File: config.mk
export PLATFORM = sky130hd
export DESIGN_NAME = gmii2xgmii
export DESIGN_NICKNAME = d
export VERILOG_FILES = /design/src/rtl/gmii2xgmii.sv
export SDC_FILE = /design/constraint.sdc
export NUM_CORES = 1
export LEC_CHECK = 0
export BUFFER_PORTS_ARGS = -buffer_cell sky130_fd_sc_hd__buf_2
export CELL_PAD_IN_SITES_DETAIL_PLACEMENT = 0
export CELL_PAD_IN_SITES_GLOBAL_PLACEMENT = 2
export CORE_UTILIZATION = 36
export CTS_BUF_LIST = sky130_fd_sc_hd__clkbuf_4 sky130_fd_sc_hd__clkbuf_8
export CTS_CLUSTER_DIAMETER = 150
export DETAILED_ROUTE_END_ITERATION = 10
export PLACE_DENSITY_LB_ADDON = 0.1
export SLEW_MARGIN = 15
export SYNTH_ARGS = -nofsm -noshare
export SYNTH_HDL_FRONTEND = slang
export SYNTH_SLANG_ARGS = --single-unit
File: constraint.sdc
create_clock -name gmii_clk -period 2.51 [get_ports gmii_clk]
set_input_delay 0.753 -clock gmii_clk [delete_from_list [all_inputs] [get_ports gmii_clk]]
set_output_delay 0.753 -clock gmii_clk [all_outputs]
set_load 0.05 [all_outputs]
File: src/rtl/gmii2xgmii.sv
// -----------------------------------------------------------------------------
// gmii2xgmii
//
// Packs a GMII receive byte stream into 64-bit XGMII words. The block works
// entirely in the GMII byte clock domain. A finished word is presented for one
// cycle with xgmii_valid high. In every other cycle xgmii_valid is low and
// xgmii_rxd/xgmii_rxc keep the last word.
//
// Framing:
//   - The first byte of a frame (the first preamble byte) is replaced by /S/
//     in lane 0.
//   - Data bytes fill the lanes in order. A byte received with gmii_er is
//     replaced by /E/.
//   - When gmii_dv falls, /T/ goes into the next free lane. The lanes above it
//     are filled with /I/.
//   - Between frames, with IDLE_WORDS = 1, an all-/I/ word is emitted each
//     time eight idle byte times have passed.
//   - After reset, any frame still in progress is dropped until gmii_dv goes
//     low.
//
// Parameters:
//   IDLE_WORDS  1 = emit idle words between frames; 0 = frame words only
//
// Ports:
//   gmii_clk     in   125 MHz GMII byte clock
//   sys_rst      in   synchronous active-high reset
//   gmii_dv      in   GMII data valid (preamble, SFD and frame bytes)
//   gmii_er      in   GMII receive error, only meaningful with gmii_dv
//   gmii_rxd     in   GMII byte
//   xgmii_rxd    out  64-bit XGMII word, lane n = bits [8n+7:8n], lane 0 first
//   xgmii_rxc    out  per-lane control flags, bit n = 1 for a control char
//   xgmii_valid  out  one-cycle strobe qualifying xgmii_rxd/xgmii_rxc
// -----------------------------------------------------------------------------
module gmii2xgmii #(
    parameter int IDLE_WORDS = 1
) (
    input  logic        gmii_clk,
    input  logic        sys_rst,
    input  logic        gmii_dv,
    input  logic        gmii_er,
    input  logic [7:0]  gmii_rxd,
    output logic [63:0] xgmii_rxd,
    output logic [7:0]  xgmii_rxc,
    output logic        xgmii_valid
);

    localparam logic [7:0]  CH_S      = 8'hFB;
    localparam logic [7:0]  CH_T      = 8'hFD;
    localparam logic [7:0]  CH_E      = 8'hFE;
    localparam logic [7:0]  CH_I      = 8'h07;
    localparam logic [63:0] IDLE_WORD = {8{CH_I}};
    localparam logic        IDLE_EN   = (IDLE_WORDS != 0);

    typedef enum logic [1:0] {
        ST_DROP,
        ST_IDLE,
        ST_DATA
    } state_t;

    state_t      state_reg;
    logic [2:0]  lane_reg;
    logic [63:0] acc_data_reg;
    logic [7:0]  acc_ctrl_reg;

    // Incoming byte after error substitution.
    // An errored byte becomes the /E/ control character.
    logic [7:0] in_byte;
    logic       in_ctrl;

    assign in_byte = gmii_er ? CH_E : gmii_rxd;
    assign in_ctrl = gmii_er;

    // Two candidate words are built from the accumulator with the current lane
    // replaced:
    //   store_*  the incoming byte is written into the current lane
    //   term_*   /T/ is placed in the current lane and every higher lane is
    //            filled with /I/
    // This lets lane 7 (or the /T/ lane) be emitted in the same cycle it
    // arrives, without an extra pipeline stage.
    logic [63:0] store_data;
    logic [7:0]  store_ctrl;
    logic [63:0] term_data;
    logic [7:0]  term_ctrl;

    generate
        for (genvar gi = 0; gi < 8; gi++) begin : g_lane
            logic hit;
            logic above;

            assign hit   = (lane_reg == 3'(gi));
            assign above = (3'(gi) > lane_reg);

            assign store_data[8*gi +: 8] = hit ? in_byte : acc_data_reg[8*gi +: 8];
            assign store_ctrl[gi]        = hit ? in_ctrl : acc_ctrl_reg[gi];

            assign term_data[8*gi +: 8]  = hit   ? CH_T :
                                           above ? CH_I : acc_data_reg[8*gi +: 8];
            assign term_ctrl[gi]         = (hit || above) ? 1'b1 : acc_ctrl_reg[gi];
        end
    endgenerate

    always_ff @(posedge gmii_clk) begin
        if (sys_rst) begin
            state_reg    <= ST_DROP;
            lane_reg     <= 3'd0;
            acc_data_reg <= IDLE_WORD;
            acc_ctrl_reg <= 8'hFF;
            xgmii_rxd    <= IDLE_WORD;
            xgmii_rxc    <= 8'hFF;
            xgmii_valid  <= 1'b0;
        end else begin
            // The strobe is a single-cycle pulse by default.
            // The data outputs hold their value unless a word is emitted.
            xgmii_valid <= 1'b0;

            case (state_reg)
                ST_DROP: begin
                    // The remainder of a frame cut by reset is discarded.
                    // The line is busy, so no idle time elapses and the lane
                    // counter is held.
                    // The first quiet cycle counts as the first idle byte.
                    if (!gmii_dv) begin
                        state_reg <= ST_IDLE;
                        lane_reg  <= lane_reg + 3'd1;
                        if (IDLE_EN && (lane_reg == 3'd7)) begin
                            xgmii_rxd   <= IDLE_WORD;
                            xgmii_rxc   <= 8'hFF;
                            xgmii_valid <= 1'b1;
                        end
                    end
                end

                ST_IDLE: begin
                    if (gmii_dv) begin
                        // Frame start always lands in lane 0 as /S/.
                        // Any idle bytes already counted are flushed as a
                        // complete idle word.
                        state_reg    <= ST_DATA;
                        lane_reg     <= 3'd1;
                        acc_data_reg <= {IDLE_WORD[63:8], CH_S};
                        acc_ctrl_reg <= 8'hFF;
                        if (IDLE_EN && (lane_reg != 3'd0)) begin
                            xgmii_rxd   <= IDLE_WORD;
                            xgmii_rxc   <= 8'hFF;
                            xgmii_valid <= 1'b1;
                        end
                    end else begin
                        lane_reg <= lane_reg + 3'd1;
                        if (IDLE_EN && (lane_reg == 3'd7)) begin
                            xgmii_rxd   <= IDLE_WORD;
                            xgmii_rxc   <= 8'hFF;
                            xgmii_valid <= 1'b1;
                        end
                    end
                end

                ST_DATA: begin
                    if (gmii_dv) begin
                        if (lane_reg == 3'd7) begin
                            xgmii_rxd    <= store_data;
                            xgmii_rxc    <= store_ctrl;
                            xgmii_valid  <= 1'b1;
                            acc_data_reg <= IDLE_WORD;
                            acc_ctrl_reg <= 8'hFF;
                            lane_reg     <= 3'd0;
                        end else begin
                            acc_data_reg <= store_data;
                            acc_ctrl_reg <= store_ctrl;
                            lane_reg     <= lane_reg + 3'd1;
                        end
                    end else begin
                        // End of frame: emit the /T/ word and restart idle
                        // counting from lane 0.
                        xgmii_rxd    <= term_data;
                        xgmii_rxc    <= term_ctrl;
                        xgmii_valid  <= 1'b1;
                        acc_data_reg <= IDLE_WORD;
                        acc_ctrl_reg <= 8'hFF;
                        lane_reg     <= 3'd0;
                        state_reg    <= ST_IDLE;
                    end
                end

                default: begin
                    state_reg <= ST_DROP;
                    lane_reg  <= 3'd0;
                end
            endcase
        end
    end

endmodule

# Word level (Yosys, flattened, before mapping)
# Cells that the tools add are included.
[classes]
mux = 77
multipliers = 0
shifts = 0
n_reduce_logical = 17
magnitude_cmp = 8
eq_ne = 14
addsub = 1
div_mod_pow = 0
bitwise_logic = 0
[ops]
columns = ["op", "count"]
rows = [
  ["64-bit 2-to-1 mux", 9],
  ["8-bit 2-to-1 mux", 34],
  ["64-bit one-hot mux with 3 select lines", 1],
  ["64-bit one-hot mux with 2 select lines", 1],
  ["8-bit one-hot mux with 3 select lines", 1],
  ["1-bit 2-to-1 mux", 21],
  ["8-bit one-hot mux with 2 select lines", 1],
  ["3-bit equality test, second input constant", 4],
  ["3-bit > comparator, first input constant", 4],
  ["3-bit 2-to-1 mux", 4],
  ["3-bit one-hot mux with 3 select lines", 1],
  ["1-bit logical OR", 8],
  ["3-bit by 2-bit equality test with 1-bit output, second input constant", 2],
  ["1-bit by 3-bit > comparator with 1-bit output, first input constant", 2],
  ["2-bit by 3-bit > comparator with 1-bit output, first input constant", 2],
  ["2-bit inequality test, second input constant", 3],
  ["3-bit inequality test, second input constant", 2],
  ["3-bit nonzero test", 2],
  ["2-bit 2-to-1 mux", 2],
  ["2-bit one-hot mux with 2 select lines", 1],
  ["2-bit AND reduction", 2],
  ["4-bit AND reduction", 1],
  ["3-bit by 1-bit adder with 3-bit output, second input constant", 1],
  ["3-bit by 1-bit equality test with 1-bit output, second input constant", 1],
  ["7 further kinds", 7],
]
[totals]
out_inout_bits = 73
romBits = 0
latchBits = 0
in_bits = 12
mem_bits_rw = 0
mem_count = 0
ff_bits = 150

# Depth between registers and ports, before layout
[logic_depth]
word_depth = 5
mapped_depth = 11

# Worst setup path before layout
# Ideal clock, no wire load.
[synth_path]
path_type = "register to register"
startpoint = "reg lane_reg[0]"
endpoint = "reg xgmii_rxc[2]"
required_time_ns = 2.431
path_stages_with_launch = 12
setup_slack_ns = 0.329
setup_ns = 0.079
arrival_time_ns = 2.102
path_buffers = 4
cell_sequence = "dfxtp_1 > buf_2 > clkbuf_1 > inv_1 > ha_1 > nand2b_1 > buf_2 > o211a_1 > buf_4 > o21a_4 > o21ai_0 > a22oi_1"
[synth_between]
elab_chain_len = 5
[synth_lines]
columns = ["element", "line_no", "text"]
rows = [
  ["from (decl)", "61", "logic [2:0] lane_reg;"],
  ["from (signal assigned)", "124", "lane_reg <= lane_reg + 3'd1;"],
  ["from (signal assigned)", "148", "lane_reg <= lane_reg + 3'd1;"],
  ["from (signal assigned)", "169", "lane_reg <= lane_reg + 3'd1;"],
  ["2-bit by 3-bit > comparator with 1-bit output or 3-bit by 2-bit equality test with 1-bit output (tied branches)", "91, 90", ""],
  ["1-bit logical OR or 1-bit 2-to-1 mux (tied branches)", "98, 94", ""],
  ["1-bit 2-to-1 mux or 8-bit 2-to-1 mux (tied branches)", "98, 159", ""],
  ["8-bit 2-to-1 mux", "158", "if (gmii_dv) begin"],
  ["8-bit one-hot mux with 3 select lines", "116", "case (state_reg)"],
  ["to (signal assigned)", "161", "xgmii_rxc <= store_ctrl;"],
  ["to (signal assigned)", "175", "xgmii_rxc <= term_ctrl;"],
  ["to (decl)", "43", "output logic [7:0] xgmii_rxc,"],
]
# Several ways; a longest one is shown, not always the timed one. The select of a mux whose other input is x is not followed.
# A chain may end at the register's enable or synchronous reset.

# Worst setup path after layout
[layout_path]
startpoint = "reg lane_reg[1]"
endpoint = "reg acc_data_reg[20]"
[layout_between]
elab_chain_len = 5
[layout_lines]
columns = ["element", "line_no", "text"]
rows = [
  ["3-bit by 2-bit equality test with 1-bit output", "90", "assign hit = (lane_reg == 3'(gi));"],
  ["8-bit 2-to-1 mux", "93", "assign store_data[8*gi +: 8] = hit ? in_byte : acc_data_reg[8*gi +: 8];"],
  ["64-bit 2-to-1 mux (*)", "159", "if (lane_reg == 3'd7) begin"],
  ["64-bit 2-to-1 mux (*)", "158", ""],
  ["64-bit one-hot mux with 2 select lines (*)", "116", ""],
  ["to (signal assigned)", "140", "acc_data_reg <= {IDLE_WORD[63:8], CH_S};"],
  ["to (signal assigned)", "167", "acc_data_reg <= store_data;"],
  ["to (decl)", "62", "logic [63:0] acc_data_reg;"],
]
# Every way passes the cells marked *; elsewhere a longest branch is shown, timed or not.

==> flow_metrics.tcl <==
set metrics [dict create \
    status "finished, final reports clean" \
    final_cells 1255 \
    start_util_pct 37.3 \
    max_freq_ghz 0.443 \
    synth_top_area_share_pct 42.4 \
    yosysWarningCount 0 \
    ant_nets 0 \
    final_cell_mix "dfxtp_1, nor2_1, nand2_1, a21oi_1, buf_2" \
    grt_pass1_vias 6593 \
    ys_ff_latch 150 \
    globalRouteOverflowTotal 0 \
    gp_congestion 0.867 \
    clk_latency_ns 0.46 \
    grtUsageMet2_pct 37.4 \
    initialDrtViolationCount 611 \
    post-dp-hpwl_um 17600 \
    synth_nets 907 \
    wire_per_inst_um 19.4 \
    cts_max_level 4 \
    root_buffer "clkbuf_8" \
    final_common_cell "dfxtp_1" \
    min_period_ns 2.26 \
    cts_sinks 150 \
    setup_viol 0 \
    cts_tree "yes" \
    final_hold_viol_count 0 \
    hold_buffers 0 \
    yosysTopAreaCell "dfxtp_1" \
    cp.required_ns 2.86 \
    synth.mux.area_fraction_pct 1.59 \
    synth_cell_types 58 \
    synth_edf_count 0 \
    worstSetupPathType "register to register" \
    fin_skew_ns 0.0181 \
    leakage_uw 0.00342 \
    worstMarginPinSlew_ns 0.754 \
    synth-simple-area-share_pct 20.2 \
    fp.dieArea_um2 20200 \
    path_clk_slew_ns 0.09 \
    die_w_um 142 \
    grt_util_all_layers_pct 24.3 \
    dpl.cell_count 1224 \
    final.fill_count 1940 \
    power_uw 5510 \
    cts_resized 0 \
    place_area_um2 8080 \
    cts_setup_buffers 0 \
    cts_buffer_depth 2 \
    grt_pass1_wl_um 37500 \
    p_per_area_nw_per_um2 651 \
    period_share_pct 90.0 \
    critPathLaunchType "register" \
    path_max_fanout 17 \
    synth_top_family_by_area "compound AO/OA/AOI/OAI gates" \
    wirelength_um 24400 \
    seq_area_frac_synth_pct 42.4 \
    use_met1_pct 33.8 \
    synthAdderAreaFrac_pct 1.59 \
    synthToLayoutAreaGrowth_pct 19.7 \
    cts_made_buffers 17 \
    via_per_inst 5.59 \
    grt_max_degree 66 \
    worstSetupEndpointType "register" \
    cp_data_arrival_time_ns 2.60 \
    ios 85 \
    nNetsFinal 1004 \
    die_h_um 142 \
    synth_xor_area_share_pct 0 \
    top_usage_layer "met2" \
    synthFlopType "dfxtp_1" \
    rsz0062_at_grt "false" \
    synth_compound_area_share_pct 29.2 \
    stdcell_area_um2 8470 \
    io_buffers 84 \
    first_pass_iters 5 \
    rows 50 \
    grtUsageMet3_pct 5.82 \
    multi_input_area_um2 3720 \
    num_vias 7010 \
    drc 0 \
    netlist_area_um2 7080 \
    async_flop_share_pct 0 \
    synth_area_leaders "dfxtp_1, a21oi_1, nor2_1" \
    slew_headroom_pct 49.7 \
    fp.coreArea_um2 19000 \
    hold_class "register to register" \
    drive_gt1_share_pct 20.5 \
    antenna_found_initial 1 \
    synth_cells 886 \
    maxCapViolCount 0 \
    synth_area_per_cell_um2 7.99 \
    final-seq-area_um2 3000 \
    ir_drop_mv 0.293 \
    drv_slew 0 \
]
[worst max-delay path, stage by stage (launching register included)]
cell and delay (ns):
dfxtp_1 0.41, buf_4 0.23, ha_1 0.37, nor2b_1 0.39, buf_4 0.30, o21ai_1 0.19
a22oi_1 0.21, nor2_1 0.05
[metrics by stage]
stage | hold WS [ns] | setup TNS [ns] | setup slack [ns] | util (%)
global placement | 0.426 | -0.0225 | -0.0225 | 42.6
floorplan | 0.410 | 0 | 0.329 | -
finish | 0.447 | 0 | 0.252 | 44.7
global route | 0.472 | 0 | 0.0882 | 44.7
detailed placement | 0.432 | 0 | 0.0285 | 42.6
CTS | 0.450 | 0 | 0.308 | 44.7
[path summary, 6_finish.rpt]
check | slack [ns] | from | depth (start not counted) | end
setup / recovery | 0.25 | lane_reg[1] | 7 | acc_data_reg[20]
hold / removal | 0.45 | acc_ctrl_reg[7] | 2 | acc_ctrl_reg[7]
hold reg to reg | 0.45 | acc_ctrl_reg[7] | 2 | acc_ctrl_reg[7]
setup reg to reg | 0.25 | lane_reg[1] | 7 | acc_data_reg[20]
[cell usage after synthesis, types with 9 or more instances]
cell       count
mux2i_1        9
a21oi_1       94
nand2b_1      17
ha_1           9
nand3_1       21
o22ai_1       12
buf_2         29
nor3_1        10
inv_1         10
o221ai_1      16
a22oi_1       48
o21ai_0       46
clkbuf_1      40
or2_2         11
nand2_1       99
dfxtp_1      150
a2bb2oi_1     12
a211o_1       11
and2_1         9
o211ai_1      27
nor2_1       120
[kinds of logic (layout without fill, tap and decap cells)]
logic type | Yosys count | count (layout)
AO/OA/AOI/OAI | 317 | 317
AND/OR/NAND/NOR | 316 | 316
flip-flops | 150 | 150
buffers and inverters | 83 | 191
multiplexers | 11 | 11
adder cells (fa/ha/maj) | 9 | 9
other | 0 | 1
[per-layer routing]
| layer | wire, um | part of all wire, % |
|---|---|---|
| met5 | 0 | 0 |
| met4 | 348 | 1.4 |
| met3 | 1710 | 7.0 |
| met2 | 10900 | 45 |
| met1 | 11400 | 47 |
[final cells by class]
| cell class | count | area share (%) |
|---|---|---|
| clock buffers | 19 | 3.01 |
| diodes | 1 | 0.0296 |
| inverters | 11 | 0.488 |
| multi-input cells | 653 | 43.9 |
| flip-flops and latches | 150 | 35.5 |
| repair buffers | 150 | 11.7 |
| well taps | 260 | 3.84 |
| clock inverters | 11 | 1.48 |
[power by group]
part	internal [uW]	switching, uW
combinational	347	770
sequential	2470	58.2
clock	913	955
(Power assumes the default switching activity.)
